## src/rtl/event_pending_latch_pkg.sv

```systemverilog
// rtl/event_pending_latch_pkg.sv - shared defaults, saturation helper and next-state priority for event_pending_latch
package event_pending_latch_pkg;

  localparam int unsigned N_DEF      = 4;
  localparam int unsigned IDX_W_DEF  = $clog2(N_DEF);
  localparam int unsigned DROP_W_DEF = 4;

  // Resolution order for a pending flag: clear beats a new event, a new event beats a pop.
  typedef enum logic [1:0] {
    ACT_CLR  = 2'd0,
    ACT_SET  = 2'd1,
    ACT_POP  = 2'd2,
    ACT_HOLD = 2'd3
  } pend_action_e;

  function automatic int unsigned drop_sat_max(input int unsigned width);
    return (32'd1 << width) - 32'd1;
  endfunction

  function automatic pend_action_e pend_action(input logic clr, input logic ev, input logic popped);
    if (clr) return ACT_CLR;
    if (ev) return ACT_SET;
    if (popped) return ACT_POP;
    return ACT_HOLD;
  endfunction

  function automatic logic pend_next(input pend_action_e act, input logic cur);
    case (act)
      ACT_CLR:  return 1'b0;
      ACT_SET:  return 1'b1;
      ACT_POP:  return 1'b0;
      default:  return cur;
    endcase
  endfunction

endpackage

```

## src/rtl/event_pending_latch_lowest_set_encoder.sv

```systemverilog
// rtl/event_pending_latch_lowest_set_encoder.sv - priority encoder: lowest set bit index plus any-set flag
module lowest_set_encoder
  import event_pending_latch_pkg::*;
#(
  parameter int unsigned N     = N_DEF,
  parameter int unsigned IDX_W = IDX_W_DEF
) (
  input  logic [N-1:0]     vec,
  output logic [IDX_W-1:0] idx,
  output logic             any
);

  // Scan from the top down so the lowest set index is written last.
  always_comb begin
    idx = '0;
    any = |vec;
    for (int k = N - 1; k >= 0; k--) begin
      if (vec[k]) idx = IDX_W'(k);
    end
  end

endmodule

```

## src/rtl/event_pending_latch.sv

```systemverilog
// rtl/event_pending_latch.sv - sticky per-line pending flags with drop counter; EVENT_PENDING_LATCH_EDGE_EN selects edge detect
module event_pending_latch
  import event_pending_latch_pkg::*;
#(
  parameter int unsigned N      = N_DEF,
  parameter int unsigned IDX_W  = $clog2(N),
  parameter int unsigned DROP_W = DROP_W_DEF
) (
  input  logic              CLK,
  input  logic              ASYNCRESETN,
  input  logic [N-1:0]      I,
  input  logic [N-1:0]      MASK,
  input  logic              CLR,
  input  logic              READY,
  output logic              VALID,
  output logic [IDX_W-1:0]  IDX,
  output logic [N-1:0]      PENDING,
  output logic [DROP_W-1:0] DROPS
);

  localparam int unsigned CNT_W = IDX_W + 1;
  localparam int unsigned SUM_W = DROP_W + CNT_W;
  localparam logic [DROP_W-1:0] DROP_MAX = DROP_W'(drop_sat_max(DROP_W));

  logic [N-1:0]      pend_q, pend_d;
  logic [DROP_W-1:0] drops_q, drops_d;
  logic [N-1:0]      trig, ev, pop_vec, drop_vec;
  logic [CNT_W-1:0]  drop_cnt;
  logic [SUM_W-1:0]  drop_sum;
  logic              pop;

`ifdef EVENT_PENDING_LATCH_EDGE_EN
  logic [N-1:0] prev_q, prev_d;

  // prev tracks the raw input regardless of MASK so unmasking never fakes an edge.
  always_comb prev_d = I;

  always_ff @(posedge CLK or negedge ASYNCRESETN) begin
    if (!ASYNCRESETN) prev_q <= '0;
    else              prev_q <= prev_d;
  end

  assign trig = ~prev_q;
`else
  assign trig = '1;
`endif

  lowest_set_encoder #(.N(N), .IDX_W(IDX_W)) u_enc (
    .vec (pend_q),
    .idx (IDX),
    .any (VALID)
  );

  assign pop = VALID & READY;

  always_comb begin
    ev       = I & MASK & trig;
    pop_vec  = pop ? (N'(1) << IDX) : '0;
    drop_vec = ev & pend_q & ~pop_vec;
    drop_cnt = '0;
    pend_d   = pend_q;
    for (int k = 0; k < N; k++) begin
      drop_cnt  = drop_cnt + CNT_W'(drop_vec[k]);
      pend_d[k] = pend_next(pend_action(CLR, ev[k], pop_vec[k]), pend_q[k]);
    end
    drop_sum = SUM_W'(drops_q) + SUM_W'(drop_cnt);
    if (CLR)                             drops_d = '0;
    else if (drop_sum > SUM_W'(DROP_MAX)) drops_d = DROP_MAX;
    else                                 drops_d = drop_sum[DROP_W-1:0];
  end

  always_ff @(posedge CLK or negedge ASYNCRESETN) begin
    if (!ASYNCRESETN) begin
      pend_q  <= '0;
      drops_q <= '0;
    end else begin
      pend_q  <= pend_d;
      drops_q <= drops_d;
    end
  end

  assign PENDING = pend_q;
  assign DROPS   = drops_q;

endmodule
```

## config.mk

```make
export PLATFORM = sky130hd
export DESIGN_NAME = event_pending_latch
export DESIGN_NICKNAME = d
export VERILOG_FILES = /design/src/rtl/event_pending_latch_pkg.sv /design/src/rtl/event_pending_latch_lowest_set_encoder.sv /design/src/rtl/event_pending_latch.sv
export SDC_FILE = /design/constraint.sdc
export NUM_CORES = 1
export LEC_CHECK = 0
export ABC_CLOCK_PERIOD_IN_PS = 3400
export BUFFER_PORTS_ARGS = -buffer_cell sky130_fd_sc_hd__buf_2
export CAP_MARGIN = 20
export CORE_AREA = 2 2 39 41
export CTS_BUF_LIST = sky130_fd_sc_hd__clkbuf_8
export DETAILED_ROUTE_END_ITERATION = 10
export DIE_AREA = 0 0 41 43
export PLACE_DENSITY_LB_ADDON = 0.05
export SYNTH_ARGS = -nofsm -noshare
export SYNTH_HDL_FRONTEND = slang
export SYNTH_HIERARCHICAL = 1
export SYNTH_SLANG_ARGS = --single-unit
```

## constraint.sdc

```tcl
create_clock -name CLK -period 3.4 [get_ports CLK]
set_clock_uncertainty 0.15 [all_clocks]
set_input_delay 0.17 -clock CLK [delete_from_list [all_inputs] [get_ports CLK]]
set_output_delay 0.17 -clock CLK [all_outputs]
set_load 0.01 [all_outputs]
```

==> flow_metrics.py, run 1 <==
metrics = {
    "status": {
        "status": "finished clean",
    },
    "routing": {
        "drtAntennaViolNets": 0,
        "routedWlPerCell_microns": 11.0,
        "num_vias": 457,
        "firstDrtPassIters": 4,
        "drc": 0,
        "avgViaCountPerCell": 4.71,
        "drt-initial-drc-count": 4,
        "wl_microns": 1060,
    },
    "logic_synthesis": {
        "avgSynthCellArea_sq_um": 9.19,
        "ys_ff_latch": 8,
        "yosysWarnings": 6,
        "synth_nets": 71,
        "synth_cell_type_count": 22,
        "syn_inst": 55,
        "synth.largest_area_cell": "dfrtp_1",
        "synth_top_area_share_pct": 39.6,
        "yosysSeqAreaShare_pct": 39.6,
        "synth_area_sq_um": 505,
        "synth_area_leaders": "dfrtp_1 (40%), fa_1 (12%), a21oi_1 (5.0%)",
    },
    "cts": {
        "cts_inserted_buffers": 3,
        "clk_latency_ns": 0.22,
        "numClockSinks": 8,
        "cts_setup_buffers": 0,
        "cts_hold_buf": 1,
        "cts_max_path_buffers": 2,
        "cts-root-buf": "clkbuf_8",
        "cts_tree": "built",
        "cts-htree-levels": 1,
        "cts.repair.resized": 0,
        "path_clk_slew_ns": 0.04,
    },
    "power": {
        "ir_drop_uv": 286,
        "powerDensity_mw_per_mm2": 397,
        "power.leakage_nw": 0.350,
    },
    "sta": {
        "fin_tns_setup_ns": 0,
        "worst_slew_pin_slew_ns": 0.306,
        "maxSlewViolCount": 0,
        "relSlewSlack_pct": 79.4,
        "fin_crit_ns": 3.02,
        "max_freq_ghz": 0.331,
        "finalSetupViolations": 0,
        "hold_viol": 0,
        "final.period_utilization_pct": 88.8,
        "rsz0062_at_grt": "false",
    },
    "place": {
        "gp_congestion": 0.695,
        "io_buffer_count": 22,
        "hpwl_microns": 878,
    },
    "critical_path": {
        "cp_cell_sequence": "nand2b_1, a21oi_2, o31ai_2, or2_1, fa_1, fa_1, inv_1, fa_1, inv_1, a21oi_1, mux2_1",
        "critPathArrivalTime_ns": 2.97,
        "crit_type": "reg2reg",
        "crit_path_max_fanout": 5,
        "max_stage_delay_ns": 0.54,
        "timing.rr.start": "PENDING[2]",
        "worstSetupStartpoint": "PENDING[2]",
        "cp_slowest_cell": "fa_1",
        "crit_buf_inv": 2,
        "cp_top_family": "adder cells",
        "timing.rr.end": "DROPS[3]",
        "cp.required_ns": 3.35,
        "rrSetupSlack_ns": 0.38,
        "cp-end-kind": "register",
        "crit_path_start_kind": "register",
        "r2r_cells": 11,
        "cp_common_cell": "fa_1",
    },
    "flow_run": {
        "max_cap_viol_count": 0,
    },
    "cells_and_area": {
        "mostFrequentLayoutCells": "buf_2 (22), dfrtp_1 (8), inv_1 (6), nor2_1 (6)",
        "fin_util_pct": 49.6,
        "area_growth_pct": 35.9,
        "num_antenna_cells": 0,
        "nNetsFinal": 99,
        "seqCellArea_sq_um": 200,
        "fill_cells": 137,
        "multi_input_area_sq_um": 275,
        "layout_commonest_cell": "buf_2",
        "layout-drive-gt1-share_pct": 35.8,
    },
    "floorplanning": {
        "start_util_pct": 36.5,
        "ios": 23,
        "die_x_microns": 41,
        "dieArea_sq_mm": 0.00176,
        "rows": 14,
        "die_height_microns": 43,
        "core-area_sq_mm": 0.00138,
    },
    "worst_hold_path": {
        "hold_end": "PENDING[0]",
        "min_path_cells": 3,
        "hold_start": "MASK[0]",
        "hp-class": "in2reg",
    },
    "global_routing": {
        "gr-usage-all-layers_pct": 15.1,
        "grt_overflow_total": 0,
        "grt_pass1_vias": 414,
        "grt_max_degree": 10,
        "antenna_found_initial": 0,
        "grt_pass1_wl_microns": 1750,
    },
}
cells by family (layout without fill, tap and decap cells):
family	count (synthesis)	in the layout	share of synthesized area, %
AND/OR/NAND/NOR	24	24	23.8
AO/OA/AOI/OAI	11	11	14.1
flip-flops	8	8	39.6
buffers and inverters	7	33	5.94
adder cells (fa/ha/maj)	4	4	14.4
multiplexers	1	1	2.23
synth_stat cells:
library cell  instances
a21oi_1               5
a21oi_2               1
a22oi_1               2
buf_4                 1
dfrtp_1               8
fa_1                  3
ha_1                  1
inv_1                 6
mux2_1                1
nand2_1               5
nand2b_1              1
nand3_1               2
nand4_1               3
nand4b_1              1
nor2_1                6
nor2b_1               2
nor3_1                2
o21ai_0               1
o21ai_1               1
o31ai_2               1
or2_1                 1
or2_2                 1
worst min-delay path: cells and delay by family:
kind            cells  cell delay [ns]
buf+inv             1             0.09
compound gates      1             0.07
simple gates        1             0.06
sequential cells by signal, summed over array words and instances (netlist names):
name and count:
PENDING 4, DROPS 4
final cells by class:
cell class	count	area share, %
clock buffer	3	6.01
inverter	6	3.28
multi-input combinational	40	40.1
sequential	8	29.1
tap	16	2.91
timing repair buffer	24	18.6
metrics by stage:
| stage | power (mW) | instances | hold slack [ns] | setup WS [ns] | cell area, sq um |
|---|---|---|---|---|---|
| 3_5_place_dp | 0.164 | 93 | -0.120 | 0.365 | 636 |
| 4_1_cts | 0.278 | 97 | 0.0658 | 0.361 | 687 |
| 3_3_place_gp | 0.165 | 93 | -0.123 | 0.356 | 636 |
| 2_1_floorplan | 0.139 | 55 | -0.276 | 0.184 | 505 |
| 6_report | 0.273 | 97 | 0.0631 | 0.381 | 687 |
| 5_1_grt | 0.295 | 97 | 0.0846 | 0.191 | 687 |
routing by layer:
metal,GRT usage (%),share of wire (%)
met4,8.00,1.0
met5,0,0
met1,21.2,49
met2,19.1,45
met3,6.28,5.1
worst max-delay path by stage:
stage	end	slack (ns)	depth (start not counted)
5_1_grt	DROPS[3]	0.19	11
4_1_cts	DROPS[3]	0.36	11
2_1_floorplan	DROPS[3]	0.18	10
6_report	DROPS[3]	0.38	11
3_5_place_dp	DROPS[3]	0.36	11
3_3_place_gp	DROPS[3]	0.36	11
where the power goes:
group / internal (mW) / total, mW / leakage (nW) / switching, mW
registers: 0.101 / 0.107 / 0.108 / 0.00574
logic: 0.0246 / 0.0555 / 0.220 / 0.0309
clock network: 0.0764 / 0.110 / 0.0216 / 0.0341
total: 0.202 / 0.273 / 0.350 / 0.0707
(Power assumes the default switching activity.)
==> run 2, diff against run 1 <==
--- a/config.mk
+++ b/config.mk
@@ -5,7 +5,7 @@
 export SDC_FILE = /design/constraint.sdc
 export NUM_CORES = 1
 export LEC_CHECK = 0
-export ABC_CLOCK_PERIOD_IN_PS = 3400
+export ABC_CLOCK_PERIOD_IN_PS = 2660
 export BUFFER_PORTS_ARGS = -buffer_cell sky130_fd_sc_hd__buf_2
 export CAP_MARGIN = 20
 export CORE_AREA = 2 2 39 41
@@ -15,5 +15,4 @@
 export PLACE_DENSITY_LB_ADDON = 0.05
 export SYNTH_ARGS = -nofsm -noshare
 export SYNTH_HDL_FRONTEND = slang
-export SYNTH_HIERARCHICAL = 1
 export SYNTH_SLANG_ARGS = --single-unit
==> constraint.sdc (replaced) <==
create_clock -name CLK -period 2.66 [get_ports CLK]
set_clock_uncertainty 0.15 [all_clocks]
set_input_delay 0.133 -clock CLK [delete_from_list [all_inputs] [get_ports CLK]]
set_output_delay 0.133 -clock CLK [all_outputs]
set_load 0.01 [all_outputs]
==> flow_metrics.py, run 2 <==
metrics = {
    "status": {
        "status": "finished clean",
    },
    "sta": {
        "hold_viol": 0,
        "max_freq_ghz": 0.380,
        "finalSetupViolations": 0,
        "worst_slew_pin_slew_ns": 0.173,
        "relSlewSlack_pct": 88.3,
        "fin_crit_ns": 2.63,
        "maxSlewViolCount": 0,
        "final.period_utilization_pct": 99.0,
        "fin_tns_setup_ns": 0,
        "rsz0062_at_grt": "true",
        "timing.hold.ws_ns": 0.0150,
    },
    "global_routing": {
        "gr-usage-all-layers_pct": 14.9,
        "antenna_found_initial": 0,
        "grt_overflow_total": 0,
        "grt_pass1_vias": 419,
        "grt_pass1_wl_microns": 1670,
        "grt_max_degree": 10,
    },
    "routing": {
        "firstDrtPassIters": 4,
        "avgViaCountPerCell": 4.64,
        "drt-initial-drc-count": 8,
        "drc": 0,
        "wl_microns": 1060,
        "drtAntennaViolNets": 0,
        "routedWlPerCell_microns": 10.6,
        "num_vias": 464,
    },
    "cells_and_area": {
        "nNetsFinal": 101,
        "area_growth_pct": 46.7,
        "num_antenna_cells": 0,
        "layout_commonest_cell": "buf_2",
        "layout-drive-gt1-share_pct": 47.6,
        "mostFrequentLayoutCells": "buf_2 (22), dfrtp_1 (7), nor2_1 (7), a21oi_1 (6), buf_4 (5)",
    },
    "logic_synthesis": {
        "synthAdderAreaFrac_pct": 14.9,
        "synth_enable_flop_cells": 0,
        "synth_xor_area_share_pct": 0,
        "synth-compound-area-share_pct": 12.1,
        "synth_ff_type": "dfrtp_1",
        "synth_area_sq_um": 488,
        "synth_area_leaders": "dfrtp_1 (41%), fa_1 (12%), a21oi_1 (6.2%)",
        "synth_cell_type_count": 21,
        "yosysMostFrequentCell": "dfrtp_1",
        "synth.largest_area_cell": "dfrtp_1",
        "synth_top_family_by_area": "simple AND/OR/NAND/NOR gates",
        "yosysSeqAreaShare_pct": 41.0,
        "synth_nets": 69,
        "yosys-top-cells-count": "dfrtp_1 (8), nor2_1 (7), a21oi_1 (6), inv_1 (6), nand2_1 (4)",
        "async_flop_share_pct": 100,
        "yosysWarnings": 0,
        "avgSynthCellArea_sq_um": 9.21,
        "synth_top_area_share_pct": 41.0,
        "syn_inst": 53,
        "muxShareOfSynthArea_pct": 2.31,
        "ys_ff_latch": 8,
        "synth-simple-area-share_pct": 24.4,
    },
    "place": {
        "hpwl_microns": 841,
        "io_buffer_count": 22,
        "gp_congestion": 0.672,
    },
    "cts": {
        "cts_inserted_buffers": 3,
        "numClockSinks": 8,
        "cts-htree-levels": 1,
        "clk_latency_ns": 0.23,
        "cts_max_path_buffers": 2,
        "cts-root-buf": "clkbuf_8",
        "path_clk_slew_ns": 0.04,
        "cts_tree": "built",
    },
    "floorplanning": {
        "die_x_microns": 41,
        "rows": 14,
        "core-area_sq_mm": 0.00138,
        "dieArea_sq_mm": 0.00176,
        "ios": 23,
        "start_util_pct": 35.3,
        "die_height_microns": 43,
    },
    "power": {
        "power.leakage_nw": 0.374,
        "ir_drop_uv": 304,
        "powerDensity_mw_per_mm2": 478,
    },
    "worst_hold_path": {
        "hp-class": "in2reg",
        "hold_start": "MASK[3]",
        "min_path_cells": 3,
        "hold_end": "PENDING[3]",
    },
    "critical_path": {
        "max_stage_delay_ns": 0.55,
        "timing.rr.start": "PENDING[0]",
        "crit_path_max_fanout": 3,
        "cp_top_family": "adder cells",
        "rrSetupSlack_ns": 0.03,
        "critPathArrivalTime_ns": 2.60,
        "cp_cell_sequence": "or2b_1, or2_4, fa_1, fa_2, inv_2, fa_2, inv_2, a21oi_1, mux2_2",
        "crit_type": "reg2reg",
        "cp.required_ns": 2.62,
        "cp_slowest_cell": "fa_1",
        "timing.rr.end": "DROPS[3]",
        "crit_buf_inv": 2,
        "cp-end-kind": "register",
        "worstSetupStartpoint": "PENDING[0]",
        "crit_path_start_kind": "register",
        "r2r_cells": 9,
    },
    "flow_run": {
        "max_cap_viol_count": 0,
    },
}
run 2: changes by cell type after synthesis, sizes merged:
cell | previous run | this run
nand2 | 5 | 4
clkbuf | 0 | 1
nand4 | 3 | 2
nand3 | 2 | 1
or2b | 0 | 1
or3b | 0 | 1
nand4b | 1 | 0
nor2 | 6 | 7
buf | 1 | 0
o31ai | 1 | 0
run 2: layer usage:
metal  GRT usage [%]  vias up  routed length, microns
met5               0        -                       0
met4            6.00        0                       0
met3            7.85        0                      77
met2            20.9       13                     504
met1            18.5      214                     477
li1                -      237                       -
run 2: metrics by stage:
step | setup WS, ns | util, % | power, mW | cell area [sq um] | std cells
2_1_floorplan | 0.00264 | - | 0.162 | 494 | 53
5_1_grt | -0.0587 | 51.7 | 0.363 | 716 | 100
4_1_cts | 0.0167 | 51.0 | 0.350 | 706 | 99
3_5_place_dp | 0.0245 | 47.0 | 0.191 | 651 | 94
6_report | 0.0269 | 51.7 | 0.342 | 716 | 100
3_3_place_gp | 0.0411 | 47.0 | 0.190 | 651 | 94
run 2: how the worst max path moves through the flow:
stage | end | cells after the start
global placement | DROPS[1] | 8
finish | DROPS[3] | 9
CTS | DROPS[1] | 8
detailed placement | DROPS[1] | 8
floorplan | DROPS[3] | 9
global route | DROPS[3] | 9
run 2: what timing repair did:
item / 4_1_cts / 5_1_grt
buffers inserted: 0 / 1
hold buffers: 1 / 0
setup endpoints to repair: 0 / 4
hold endpoints to repair: 8 / 0
gates resized for setup: 0 / 4
run 2: cell type report:
type	count	area [sq um]
multi-input combinational	38	269
timing repair buffer	28	158
tap	16	20.0
inverter	6	22.5
sequential	8	201
clock buffer	3	41.3
clock inverter	1	3.75
fill	133	668
run 2: cells by family (layout without fill, tap and decap cells):
family / count (synthesis) / count (layout)
simple gates: 23 / 23
compound gates: 10 / 10
flops: 8 / 8
buf+inv: 7 / 38
fa+ha+maj: 4 / 4
mux: 1 / 1
run 2: tightest hold or removal path, stage by stage:
cell and delay, ns:
buf_2 0.09, nand2_1 0.06, a21oi_1 0.06
run 2: report_power, final:
group | leakage, nW | switching, mW | internal [mW]
logic | 0.240 | 0.0296 | 0.0294
clock network | 0.0269 | 0.0512 | 0.100
registers | 0.107 | 0.00456 | 0.127
==> run 3, diff against run 2 <==
--- a/config.mk
+++ b/config.mk
@@ -13,6 +13,7 @@
 export DETAILED_ROUTE_END_ITERATION = 10
 export DIE_AREA = 0 0 41 43
 export PLACE_DENSITY_LB_ADDON = 0.05
+export REMOVE_ABC_BUFFERS = 1
 export SYNTH_ARGS = -nofsm -noshare
 export SYNTH_HDL_FRONTEND = slang
 export SYNTH_SLANG_ARGS = --single-unit
==> flow_metrics.py, run 3 (same netlist as run 2, synthesis figures left out) <==
metrics = {
    "status": {
        "status": "finished clean",
    },
    "routing": {
        "drt-initial-drc-count": 2,
        "avgViaCountPerCell": 4.78,
        "drtAntennaViolNets": 0,
        "routedWlPerCell_microns": 10.7,
        "num_vias": 473,
        "wl_microns": 1060,
        "firstDrtPassIters": 2,
        "drc": 0,
    },
    "critical_path": {
        "r2r_cells": 9,
        "worstSetupStartpoint": "PENDING[0]",
        "crit_type": "reg2reg",
        "cp-end-kind": "register",
        "crit_path_max_fanout": 4,
        "cp_common_cell": "fa_2",
        "cp_cell_sequence": "or2b_1, or2_4, fa_1, fa_2, inv_2, fa_2, inv_1, a21oi_1, mux2_2",
        "timing.rr.start": "PENDING[0]",
        "timing.rr.end": "DROPS[3]",
        "endpoint": "DROPS[3]",
        "cp_slowest_cell": "fa_1",
        "cp.required_ns": 2.61,
        "crit_path_start_kind": "register",
        "critPathArrivalTime_ns": 2.59,
        "rrSetupSlack_ns": 0.02,
        "max_stage_delay_ns": 0.54,
    },
    "sta": {
        "maxSlewViolCount": 0,
        "rsz0062_at_grt": "true",
        "max_freq_ghz": 0.379,
        "final.period_utilization_pct": 99.2,
        "finalSetupViolations": 0,
        "fin_crit_ns": 2.64,
        "relSlewSlack_pct": 86.9,
        "worst_slew_pin_slew_ns": 0.194,
        "hold_viol": 0,
    },
    "floorplanning": {
        "die_height_microns": 43,
        "core-area_sq_mm": 0.00138,
        "ios": 23,
        "start_util_pct": 35.3,
        "die_x_microns": 41,
        "dieArea_sq_mm": 0.00176,
        "rows": 14,
    },
    "cells_and_area": {
        "final_cells": 99,
        "layout-drive-gt1-share_pct": 45.8,
        "mostFrequentLayoutCells": "buf_2 (22), dfrtp_1 (8), nor2_1 (7), a21oi_1 (6), buf_4 (5)",
        "fill_cells": 148,
        "layout_commonest_cell": "buf_2",
        "nNetsFinal": 101,
        "area_growth_pct": 45.6,
        "num_antenna_cells": 0,
    },
    "place": {
        "gp_congestion": 0.667,
        "place_inst": 93,
        "hpwl_microns": 844,
        "io_buffer_count": 22,
    },
    "worst_hold_path": {
        "hp-class": "in2reg",
    },
    "cts": {
        "cts-htree-levels": 1,
        "numClockSinks": 8,
        "clk_latency_ns": 0.22,
        "cts_tree": "built",
        "cts-root-buf": "clkbuf_8",
        "path_clk_slew_ns": 0.04,
        "cts_max_path_buffers": 2,
        "cts_inserted_buffers": 3,
    },
    "global_routing": {
        "grt_pass1_vias": 409,
        "gr-usage-all-layers_pct": 14.3,
        "antenna_found_initial": 0,
        "grt_max_degree": 10,
        "grt_overflow_total": 0,
        "grt_pass1_wl_microns": 1640,
    },
    "power": {
        "ir_drop_uv": 242,
        "power.leakage_nw": 0.369,
        "powerDensity_mw_per_mm2": 470,
        "power_uw": 334,
    },
    "flow_run": {
        "max_cap_viol_count": 0,
    },
}
## run 3: changes by cell type in the layout (fill, tap and decap cells not counted), sizes merged
cell	change
inv	-1
## run 3: through the flow
stage,setup WS [ns],setup TNS [ns],hold WS [ns],instance area [sq um],utilization (%)
2_1_floorplan,-0.115,-0.182,-0.313,484,-
3_3_place_gp,-0.0833,-0.135,-0.158,637,46.0
3_5_place_dp,-0.0960,-0.156,-0.159,637,46.0
4_1_cts,-0.0283,-0.0283,0.0209,711,51.4
5_1_grt,-0.0962,-0.148,0.0431,711,51.4
6_report,0.0207,0,0.0153,711,51.4
## run 3: cell type report
type / instances / area [sq um] / share of cell area [%]
clock buffer: 3 / 41.3 / 5.81
inverter: 6 / 22.5 / 3.17
timing repair buffer: 28 / 158 / 22.2
sequential: 8 / 200 / 28.2
tap: 16 / 20.0 / 2.82
multi-input combinational: 38 / 269 / 37.9
## run 3: critical path: cells and delay by family (launching register included)
family                   cells  cell delay, ns
adder cells (fa/ha/maj)      3            1.13
multiplexers                 1            0.25
flip-flops                   1            0.35
buffers and inverters        2            0.11
AO/OA/AOI/OAI                1            0.05
AND/OR/NAND/NOR              2            0.48
## run 3: power by group
part	total, mW	internal [mW]	leakage [nW]	switching [mW]
registers	0.132	0.127	0.109	0.00425
logic	0.0610	0.0302	0.238	0.0308
clock network	0.142	0.0977	0.0216	0.0441
## run 3: timing repair
action	in CTS	in global routing
endpoints found under the hold margin	8	0
hold buffers	1	0
buffers inserted	2	0
resized for setup	4	1
setup endpoints to repair	3	3
pin swaps	3	6
## run 3: worst min path at each step
| stage | start | end | slack (ns) | cells past startpoint |
|---|---|---|---|---|
| global route | MASK[3] | PENDING[3] | 0.04 | 3 |
| floorplan | ASYNCRESETN | DROPS[0] | -0.31 | 0 |
| CTS | MASK[3] | PENDING[3] | 0.02 | 3 |
| global placement | ASYNCRESETN | DROPS[2] | -0.16 | 1 |
| finish | MASK[3] | PENDING[3] | 0.02 | 3 |
| detailed placement | ASYNCRESETN | DROPS[2] | -0.16 | 1 |
## run 3: layer usage
layer / vias up / track usage, % / share of wire [%]
li1: 238 / - / -
met1: 214 / 16.9 / 42
met2: 18 / 23.1 / 48
met3: 3 / 3.66 / 7.6
met4: 0 / 6.00 / 1.5
met5: - / 0 / 0
